===== src/rtl/even_pipe_issue.sv =====
// Issue stage for even_pipe: holds one decoded instruction, resolves RAW hazards with a shadow
// scoreboard of the 8-stage write pipeline. Optional forwarding enabled by EVEN_ISSUE_FWD_EN.
module even_pipe_issue #(
  parameter int unsigned OPCODE_LEN   = 11,
  parameter int unsigned REG_ADDR_WD  = 7,
  parameter int unsigned REG_DATA_WD  = 128,
  parameter logic [OPCODE_LEN-1:0] NOP_OPCODE = '0,
  parameter int unsigned STALL_CNT_WD = 16
) (
  input  logic                    clk,
  input  logic                    rst_n,
  input  logic                    flush,
  input  logic                    dec_valid,
  output logic                    dec_ready,
  input  logic [OPCODE_LEN-1:0]   dec_opcode,
  input  logic [REG_ADDR_WD-1:0]  dec_ra_addr,
  input  logic [REG_ADDR_WD-1:0]  dec_rb_addr,
  input  logic [REG_ADDR_WD-1:0]  dec_rt_addr,
  input  logic [1:0]              dec_src_use,
  input  logic [17:0]             dec_imm,
  output logic [REG_ADDR_WD-1:0]  rf_ra_addr,
  output logic [REG_ADDR_WD-1:0]  rf_rb_addr,
  input  logic [REG_DATA_WD-1:0]  rf_ra_data,
  input  logic [REG_DATA_WD-1:0]  rf_rb_data,
  input  logic [REG_ADDR_WD-1:0]  ep_rf_addr_s2,
  input  logic [REG_ADDR_WD-1:0]  ep_rf_addr_s3,
  input  logic [REG_ADDR_WD-1:0]  ep_rf_addr_s4,
  input  logic [REG_ADDR_WD-1:0]  ep_rf_addr_s5,
  input  logic [REG_ADDR_WD-1:0]  ep_rf_addr_s6,
  input  logic [REG_ADDR_WD-1:0]  ep_rf_addr_s7,
  input  logic [REG_DATA_WD-1:0]  ep_rf_data_s2,
  input  logic [REG_DATA_WD-1:0]  ep_rf_data_s3,
  input  logic [REG_DATA_WD-1:0]  ep_rf_data_s4,
  input  logic [REG_DATA_WD-1:0]  ep_rf_data_s5,
  input  logic [REG_DATA_WD-1:0]  ep_rf_data_s6,
  input  logic [REG_DATA_WD-1:0]  ep_rf_data_s7,
  input  logic [REG_ADDR_WD-1:0]  ep_out_RT_addr,
  input  logic [REG_DATA_WD-1:0]  ep_out_RT,
  output logic [OPCODE_LEN-1:0]   ep_opcode,
  output logic [REG_DATA_WD-1:0]  ep_RA,
  output logic [REG_DATA_WD-1:0]  ep_RB,
  output logic [REG_DATA_WD-1:0]  ep_RC,
  output logic [6:0]              ep_I7,
  output logic [7:0]              ep_I8,
  output logic [9:0]              ep_I10,
  output logic [15:0]             ep_I16,
  output logic [17:0]             ep_I18,
  output logic [REG_ADDR_WD-1:0]  ep_RT_addr,
  output logic                    issue_fire,
  output logic [STALL_CNT_WD-1:0] stall_cnt
);

  typedef enum logic {StIdle, StHold} state_e;

  state_e                  state_q, state_d;
  logic [OPCODE_LEN-1:0]   op_q;
  logic [REG_ADDR_WD-1:0]  ra_q, rb_q, rt_q;
  logic [1:0]              use_q;
  logic [17:0]             imm_q;
  logic [STALL_CNT_WD-1:0] stall_q;
  logic [8:1]              sb_vld_q;
  logic [REG_ADDR_WD-1:0]  sb_addr_q [1:8];

  logic                    latch, hazard, ra_haz, rb_haz, fire, hold;
  logic [3:0]              ra_dist, rb_dist;
  logic [REG_DATA_WD-1:0]  ra_opnd, rb_opnd;

  // Stage addresses are redundant with the internal scoreboard.
  logic unused_inputs;
`ifdef EVEN_ISSUE_FWD_EN
  assign unused_inputs = ^{ep_rf_addr_s2, ep_rf_addr_s3, ep_rf_addr_s4, ep_rf_addr_s5,
                           ep_rf_addr_s6, ep_rf_addr_s7, ep_out_RT_addr};
`else
  assign unused_inputs = ^{ep_rf_addr_s2, ep_rf_addr_s3, ep_rf_addr_s4, ep_rf_addr_s5,
                           ep_rf_addr_s6, ep_rf_addr_s7, ep_out_RT_addr,
                           ep_rf_data_s2, ep_rf_data_s3, ep_rf_data_s4, ep_rf_data_s5,
                           ep_rf_data_s6, ep_rf_data_s7, ep_out_RT};
`endif

  assign hold = (state_q == StHold);

  // Descending scan so the youngest (smallest distance) match wins.
  always_comb begin
    ra_dist = '0;
    rb_dist = '0;
    for (int d = 8; d >= 1; d--) begin
      if (sb_vld_q[d] && sb_addr_q[d] == ra_q) ra_dist = 4'(d);
      if (sb_vld_q[d] && sb_addr_q[d] == rb_q) rb_dist = 4'(d);
    end
  end

`ifdef EVEN_ISSUE_FWD_EN
  assign ra_haz = use_q[0] && (ra_dist == 4'd1);
  assign rb_haz = use_q[1] && (rb_dist == 4'd1);

  always_comb begin
    ra_opnd = rf_ra_data;
    case (ra_dist)
      4'd2:    ra_opnd = ep_rf_data_s2;
      4'd3:    ra_opnd = ep_rf_data_s3;
      4'd4:    ra_opnd = ep_rf_data_s4;
      4'd5:    ra_opnd = ep_rf_data_s5;
      4'd6:    ra_opnd = ep_rf_data_s6;
      4'd7:    ra_opnd = ep_rf_data_s7;
      4'd8:    ra_opnd = ep_out_RT;
      default: ra_opnd = rf_ra_data;
    endcase
  end

  always_comb begin
    rb_opnd = rf_rb_data;
    case (rb_dist)
      4'd2:    rb_opnd = ep_rf_data_s2;
      4'd3:    rb_opnd = ep_rf_data_s3;
      4'd4:    rb_opnd = ep_rf_data_s4;
      4'd5:    rb_opnd = ep_rf_data_s5;
      4'd6:    rb_opnd = ep_rf_data_s6;
      4'd7:    rb_opnd = ep_rf_data_s7;
      4'd8:    rb_opnd = ep_out_RT;
      default: rb_opnd = rf_rb_data;
    endcase
  end
`else
  assign ra_haz  = use_q[0] && (ra_dist != 4'd0);
  assign rb_haz  = use_q[1] && (rb_dist != 4'd0);
  assign ra_opnd = rf_ra_data;
  assign rb_opnd = rf_rb_data;
`endif

  assign hazard = ra_haz || rb_haz;

  always_comb begin
    state_d   = state_q;
    latch     = 1'b0;
    fire      = hold && !hazard && !flush;
    dec_ready = rst_n && !flush && (!hold || fire);
    if (flush) begin
      state_d = StIdle;
    end else if (dec_ready && dec_valid) begin
      state_d = StHold;
      latch   = 1'b1;
    end else if (fire) begin
      state_d = StIdle;
    end
  end

  always_ff @(posedge clk or negedge rst_n) begin
    if (!rst_n) begin
      state_q <= StIdle;
      op_q    <= '0;
      ra_q    <= '0;
      rb_q    <= '0;
      rt_q    <= '0;
      use_q   <= '0;
      imm_q   <= '0;
    end else begin
      state_q <= state_d;
      if (latch) begin
        op_q  <= dec_opcode;
        ra_q  <= dec_ra_addr;
        rb_q  <= dec_rb_addr;
        rt_q  <= dec_rt_addr;
        use_q <= dec_src_use;
        imm_q <= dec_imm;
      end
    end
  end

  always_ff @(posedge clk or negedge rst_n) begin
    if (!rst_n) begin
      stall_q  <= '0;
      sb_vld_q <= '0;
      for (int d = 1; d <= 8; d++) sb_addr_q[d] <= '0;
    end else begin
      if (hold && hazard && stall_q != {STALL_CNT_WD{1'b1}}) begin
        stall_q <= stall_q + {{(STALL_CNT_WD-1){1'b0}}, 1'b1};
      end
      sb_vld_q     <= {sb_vld_q[7:1], fire};
      sb_addr_q[1] <= rt_q;
      for (int d = 2; d <= 8; d++) sb_addr_q[d] <= sb_addr_q[d-1];
    end
  end

  assign rf_ra_addr = ra_q;
  assign rf_rb_addr = rb_q;
  assign issue_fire = fire;
  assign ep_opcode  = fire ? op_q : NOP_OPCODE;
  assign ep_RA      = hold ? ra_opnd : '0;
  assign ep_RB      = hold ? rb_opnd : '0;
  assign ep_RC      = '0;
  assign ep_I7      = imm_q[6:0];
  assign ep_I8      = imm_q[7:0];
  assign ep_I10     = imm_q[9:0];
  assign ep_I16     = imm_q[15:0];
  assign ep_I18     = imm_q;
  assign ep_RT_addr = rt_q;
  assign stall_cnt  = stall_q;

endmodule


===== config.mk =====
export PLATFORM = sky130hd
export DESIGN_NAME = even_pipe_issue
export DESIGN_NICKNAME = d
export VERILOG_FILES = /design/src/rtl/even_pipe_issue.sv
export SDC_FILE = /design/constraint.sdc
export NUM_CORES = 1
export LEC_CHECK = 0
export CAP_MARGIN = 20
export CORE_AREA = 4 4 681 683
export DETAILED_ROUTE_END_ITERATION = 10
export DIE_AREA = 0 0 685 687
export DONT_BUFFER_PORTS = 1
export SYNTH_ARGS = -nofsm -noshare
export SYNTH_HDL_FRONTEND = slang
export SYNTH_SLANG_ARGS = --single-unit

===== constraint.sdc =====
create_clock -name clk -period 4.07 [get_ports clk]
set_clock_uncertainty 0.15 [all_clocks]
set_input_delay 1.221 -clock clk [delete_from_list [all_inputs] [get_ports clk]]
set_output_delay 1.221 -clock clk [all_outputs]
set_load 0.1 [all_outputs]

==> impl_metrics.py <==
metrics = {
    "status": {
        "outcome": "finished with violations",
        "violations": "setup timing",
    },
    "logic_synthesis": {
        "yosys_warnings": 0,
        "ys_types": 33,
        "synth-seq-area-share_pct": 36.93,
        "synth_top_area_share_pct": 36.93,
        "ys_ff_latch": 133,
        "synthCells": 894,
        "syn-cell-area_um2": 9012,
        "ys_top_cells_by_area": "dfrtp_1 (37%), and2_1 (19%), buf_4 (15%)",
        "synth_edf_count": 0,
        "ys_async_sr_fraction_pct": 100.0,
        "synth_ff_type": "dfrtp_1",
        "synth.avg_cell_area_um2": 10.08,
        "yosys.area.top_type": "dfrtp_1",
    },
    "sta": {
        "period_needed_ns": 4.449,
        "hold_violations": 0,
        "fin_crit_sh_pct": 109.3,
        "setup_ws_ns": -0.3791,
        "finalSetupViolations": 13,
        "setup_tns_ns": -3.841,
        "maxSlewViolCount": 0,
        "worst_pin_slew_ns": 1.136,
        "max_freq_ghz": 0.2248,
        "rsz0062_at_grt": "true",
        "whs_ns": 0.2413,
        "timing.slew.headroom_pct": 24.27,
    },
    "clocking": {
        "clock_path_buffers": 3,
        "cts.sinks": 133,
        "clock-root-buffer": "clkbuf_16",
        "cts_buffers": 25,
        "htree_levels": 4,
        "tritoncts": "done",
        "clk_pin_slew_worst_paths_ns": 0.10,
        "clock_latency_ns": 0.53,
    },
    "global_route": {
        "met1_usage_pct": 9.030,
        "grt_pass1_wl_um": 197300,
        "grt-busiest-layer": "met1",
        "grt.total_usage_pct": 7.460,
        "antenna_found_initial": 254,
        "grtUsageMet2_pct": 8.976,
        "first_global_vias": 7623,
        "grt_overflow_total": 0,
        "grt_max_degree": 136,
        "grt_util_met3_pct": 7.710,
    },
    "placed_design": {
        "dpl.hpwl_um": 173600,
        "dpl.cell_count": 7270,
        "io_buffer_count": 0,
        "gp_congestion": 0.7773,
        "dpl_worst_slack_ns": 0.05606,
    },
    "pwr": {
        "p_per_area_nw_per_um2": 362.9,
        "ir_drop_mv": 0.5266,
        "p_leak_uw": 0.006395,
        "power_uw": 7737,
    },
    "floorplan": {
        "pin_count": 1750,
        "core_um2": 458300,
        "dieArea_um2": 470600,
        "rows": 249,
        "die_w_um": 685,
        "die_h_um": 687,
        "initial_core_util_pct": 1.967,
    },
    "routing": {
        "wirelength_um": 183200,
        "drt-initial-drc-count": 554,
        "vias_per_cell": 1.147,
        "wl_per_cell_um": 24.28,
        "drc": 0,
        "first_pass_iters": 5,
        "vias": 8651,
        "detail-route-antenna-nets": 0,
    },
    "setup_path": {
        "start_kind": "register",
        "cp.arrival_ns": 3.08,
        "crit_required_ns": 2.70,
        "cp-end-kind": "output port",
        "critPathKind": "reg2out",
        "cp_max_fo": 6,
    },
    "cells_and_area": {
        "final_cells": 7543,
        "syn_to_final_growth_pct": 136.6,
        "drive_above_1_share_pct": 52.79,
        "nNetsFinal": 2436,
    },
    "hold_path": {
        "hold_class": "reg2reg",
    },
    "job": {
        "cap_violations": 0,
    },
}
## power breakdown
part / total, uW / internal [uW] / switching [uW]
clock: 2150 / 1280 / 868
combinational: 3260 / 785 / 2480
sequential: 2320 / 1550 / 773
## placed cells by master, fill, tap and decap left out, types with 5 or more instances in the layout
cell / Yosys / routed
and2_1: 267 / 128
and2_2: 0 / 130
and2_4: 0 / 9
buf_12: 0 / 111
buf_4: 177 / 232
buf_6: 11 / 5
clkbuf_16: 0 / 25
conb_1: 1 / 128
dfrtp_1: 133 / 102
dfrtp_2: 0 / 11
dfrtp_4: 0 / 20
diode_2: 0 / 210
mux2_4: 50 / 50
nand2_1: 8 / 8
nand3_1: 7 / 7
nand4_1: 24 / 24
nor2_1: 16 / 16
nor3_1: 8 / 8
xnor2_1: 79 / 75
xor2_1: 47 / 45
## layout make-up
cell class | instances | area [um2]
fillers | 54077 | 437000
well taps | 6149 | 7694
multi-input cells | 666 | 4907
repair buffers | 348 | 4020
flip-flops and latches | 133 | 3417
clock buffers | 28 | 666.9
diodes | 210 | 525.5
clock inverters | 5 | 75.07
inverters | 4 | 15.01
## cells by family (layout without fill, tap and decap cells)
family / Yosys count / in the layout / synth area share (%)
compound gates: 12 / 12 / 0.9580
xor+xnor: 126 / 126 / 12.24
fa+ha+maj: 1 / 1 / 0.1388
buf+inv: 222 / 385 / 17.55
flops: 133 / 133 / 36.93
mux: 54 / 54 / 8.830
other cells: 1 / 338 / 0.04161
simple gates: 345 / 345 / 23.31
## repair_timing
action,4_1_cts,5_1_grt
gates cloned,1,0
resized for setup,23,14
pin swaps,13,16
setup endpoints to repair,13,13
hold buffers,0,0
setup buffers,9,22
## registers in the layout, indices dropped and copies added, names as in the netlist
name,cells
use_q,2
sb_addr_q,56
hold,1
rf_ra_addr,7
sb_vld_q,8
rf_rb_addr,7
ep_RT_addr,7
ep_I18,18
stall_cnt,16
op_q,11
## cells in the mapped netlist (2+ instances only)
master    count
xnor2_1      79
dfrtp_1     133
buf_4       177
inv_1         4
nand4_1      24
mux2_2        4
o21ai_0       2
buf_6        11
o21ai_2       2
and2_1      267
nand2_1       8
nor3_1        8
nor2_1       16
o21ai_1       2
a41oi_1       2
clkbuf_1     29
and3_1        2
nand3_1       7
xor2_1       47
mux2_4       50
nor4_1        8
## per-stage QoR
stage | area [um2] | util (%)
after floorplan | 9565 | -
after global placement | 19590 | 4.274
after detailed placement | 19590 | 4.274
after CTS | 20570 | 4.488
after global routing | 20810 | 4.540
final | 21320 | 4.652
## per-layer routing
metal  vias to the layer above  wire [um]
met5                         -        528
met4                        80       4826
met3                       466      42580
met2                      1060      61150
met1                      3717      74090
li1                       3328          -
## critical path: stages, from the launching register on
cell	delay, ns
dfrtp_4	0.57
buf_6	0.16
xnor2_2	0.12
nand4_1	0.16
o21ai_2	0.10
o41a_1	0.48
nor4b_4	0.25
buf_6	0.16
buf_12	0.14
and2_4	0.18
buf_12	0.17
## path summary, 6_finish.rpt
kind,startpoint,end,slack (ns),cells past startpoint
min in group asynchronous,rst_n,ep_I18[17]$_DFFE_PN0P_,0.28,0
setup reg to reg,rf_rb_addr[5]$_DFFE_PN0P_,rf_rb_addr[3]$_DFFE_PN0P_,0.57,11
max in group asynchronous,rst_n,ep_I18[4]$_DFFE_PN0P_,2.80,0
hold / removal,sb_vld_q[5]$_DFF_PN0_,sb_vld_q[6]$_DFF_PN0_,0.24,0
setup / recovery,rf_rb_addr[5]$_DFFE_PN0P_,ep_opcode[7],-0.38,10
hold reg to reg,sb_vld_q[5]$_DFF_PN0_,sb_vld_q[6]$_DFF_PN0_,0.24,0
No activity file was read; power rests on OpenSTA's default activity.
==> RTL edit: new RTL, config.mk and constraints unchanged <==
Change the parameter `STALL_CNT_WD` from 16 to 24.
--- a/src/rtl/even_pipe_issue.sv
+++ b/src/rtl/even_pipe_issue.sv
@@ -5,7 +5,7 @@
   parameter int unsigned REG_ADDR_WD  = 7,
   parameter int unsigned REG_DATA_WD  = 128,
   parameter logic [OPCODE_LEN-1:0] NOP_OPCODE = '0,
-  parameter int unsigned STALL_CNT_WD = 16
+  parameter int unsigned STALL_CNT_WD = 24
 ) (
   input  logic                    clk,
   input  logic                    rst_n,
Ports: changed (resized stall_cnt); port bits go from 1750 to 1758. No check against the original RTL was run, so the function may have changed too.
==> RTL edit against the original RTL <==
  * The flow still finishes with violations (setup timing)
  * Sequential cell count increased by 8
  * Die area unchanged
  * Maximum frequency decreased by 4.0%
  * First-iteration DRC count up 11%
  * Synthesized area is 4.5% higher
  * Setup slack worse by 0.19 ns
  * Routed wire length shrank 42%
  * Cell count is 1.9% lower
  * Sequential power grew 4%
  * Final area fell by 4.5%
  * Global-route usage down 3.2 points
  * Core utilization is 0.21 points lower
  * Power is 1.4% lower
  * Hold slack lost 0.0056 ns
  * Critical path type unchanged
==> RTL edit: results (changes against the original RTL) <==
* Failing checks: setup timing
* Clock sink count at 141 (+6.0%)
* Setup WS post-layout at -0.565 ns (-0.186 ns)
* First-pass GRT wire length at 119000 um (-40%)
* Mux contribution to synthesized area at 0.0829 (-0.00543)
* Psw at 4130 uW (+0.24%)
* First DRT Iteration DRCs at 615 (+11%)
* Clock buf count at 29 (+3.6%)
* DP HPWL at 95600 um (-45%)
* Non-clock inverters at 2 (-2)
* Final nets at 2471 (+1.4%)
* Clock power frac at 0.284 (+0.006)
* Setup Viol. Count Final at 13 (unchanged)
* Buffering overhead at 0.164 (-0.0242)
* Compound-cell area share of the yosys netlist at 0.00837 (-0.00121)
* Combinational Power at 3050 uW (-6.4%)
* Total vias in the final route at 8017 (-7.3%)
* Register area at 3630 um^2 (+6.2%)
* Vias in the first global route at 7419 (-2.7%)
* Largest net degree at the start of global routing at 143 (+5.1%)
* Adder and majority cell fraction of the synthesized area at 0.00133 (-0.0000603)
* Synth-to-layout area growth at 116%
* Synth cell count leaders: and2_1, buf_4, dfrtp_1
* Status: complete, but fails checks
* XOR/XNOR Fraction of Synth Area at 0.125 (+0.00305)
* Antenna cell count at 35 (-83%)
* Synth Area per Inst at 10.2 um^2 (+1.3%)
* Layout clock area frac at 0.0339 (-0.000926)
* # fillers at 54200 (+0.17%)
* Worst vdd ir at 0.497 mV (-5.5%)
* Multi-input gates at 687 (+3.2%)
* WL per Instance at 14.3 um (-41%)
* Family with the most delay on the worst path: simple AND/OR/NAND/NOR gates
RTL edit: cell count changes after synthesis, moves of 5 or more:
cell     before  now
buf_6        11    6
nor3_1        8    0
buf_12        0    6
nand4_1      24   32
and3_1        2   10
xnor2_1      79   85
nand3_1       7   12
dfrtp_1     133  141
RTL edit: through the flow:
stage	setup TNS [ns]	setup slack, ns	hold WS, ns	std cells
2_1_floorplan	-0.0280	-0.0280	0.223	1050
3_3_place_gp	-0.732	-0.0970	0.235	7315
3_5_place_dp	-0.771	-0.0972	0.237	7315
4_1_cts	-7.70	-0.646	0.176	7358
5_1_grt	-8.62	-0.763	0.190	7390
6_report	-6.39	-0.565	0.236	7403
RTL edit: layer usage:
metal / up-vias / global-route usage / share of wire
met3: 292 / 0.0319 / 0.15
met1: 3686 / 0.0483 / 0.39
li1: 3252 / - / -
met4: 14 / 0.0130 / 0.040
met2: 773 / 0.0619 / 0.41
met5: - / 0 / 0.00091
RTL edit: repair_timing:
item	in CTS	in global routing
pin swaps	8	15
setup buffers	9	10
resized for setup	15	14
endpoints found under the hold margin	0	0
setup endpoints to repair	13	13
cloned	1	0
RTL edit: final timing paths:
| path | startpoint | to | slack (ns) |
|---|---|---|---|
| setup / recovery | rf_rb_addr[6] | ep_opcode[10] | -0.57 |
| hold / removal | rst_n | stall_cnt[1] | 0.24 |
| setup reg to reg | rf_rb_addr[6] | ep_I18[0] | 0.43 |
| hold reg to reg | sb_vld_q[7] | sb_vld_q[8] | 0.24 |
| max in group asynchronous | rst_n | rf_rb_addr[5] | 2.72 |
| min in group clk | sb_vld_q[7] | sb_vld_q[8] | 0.24 |
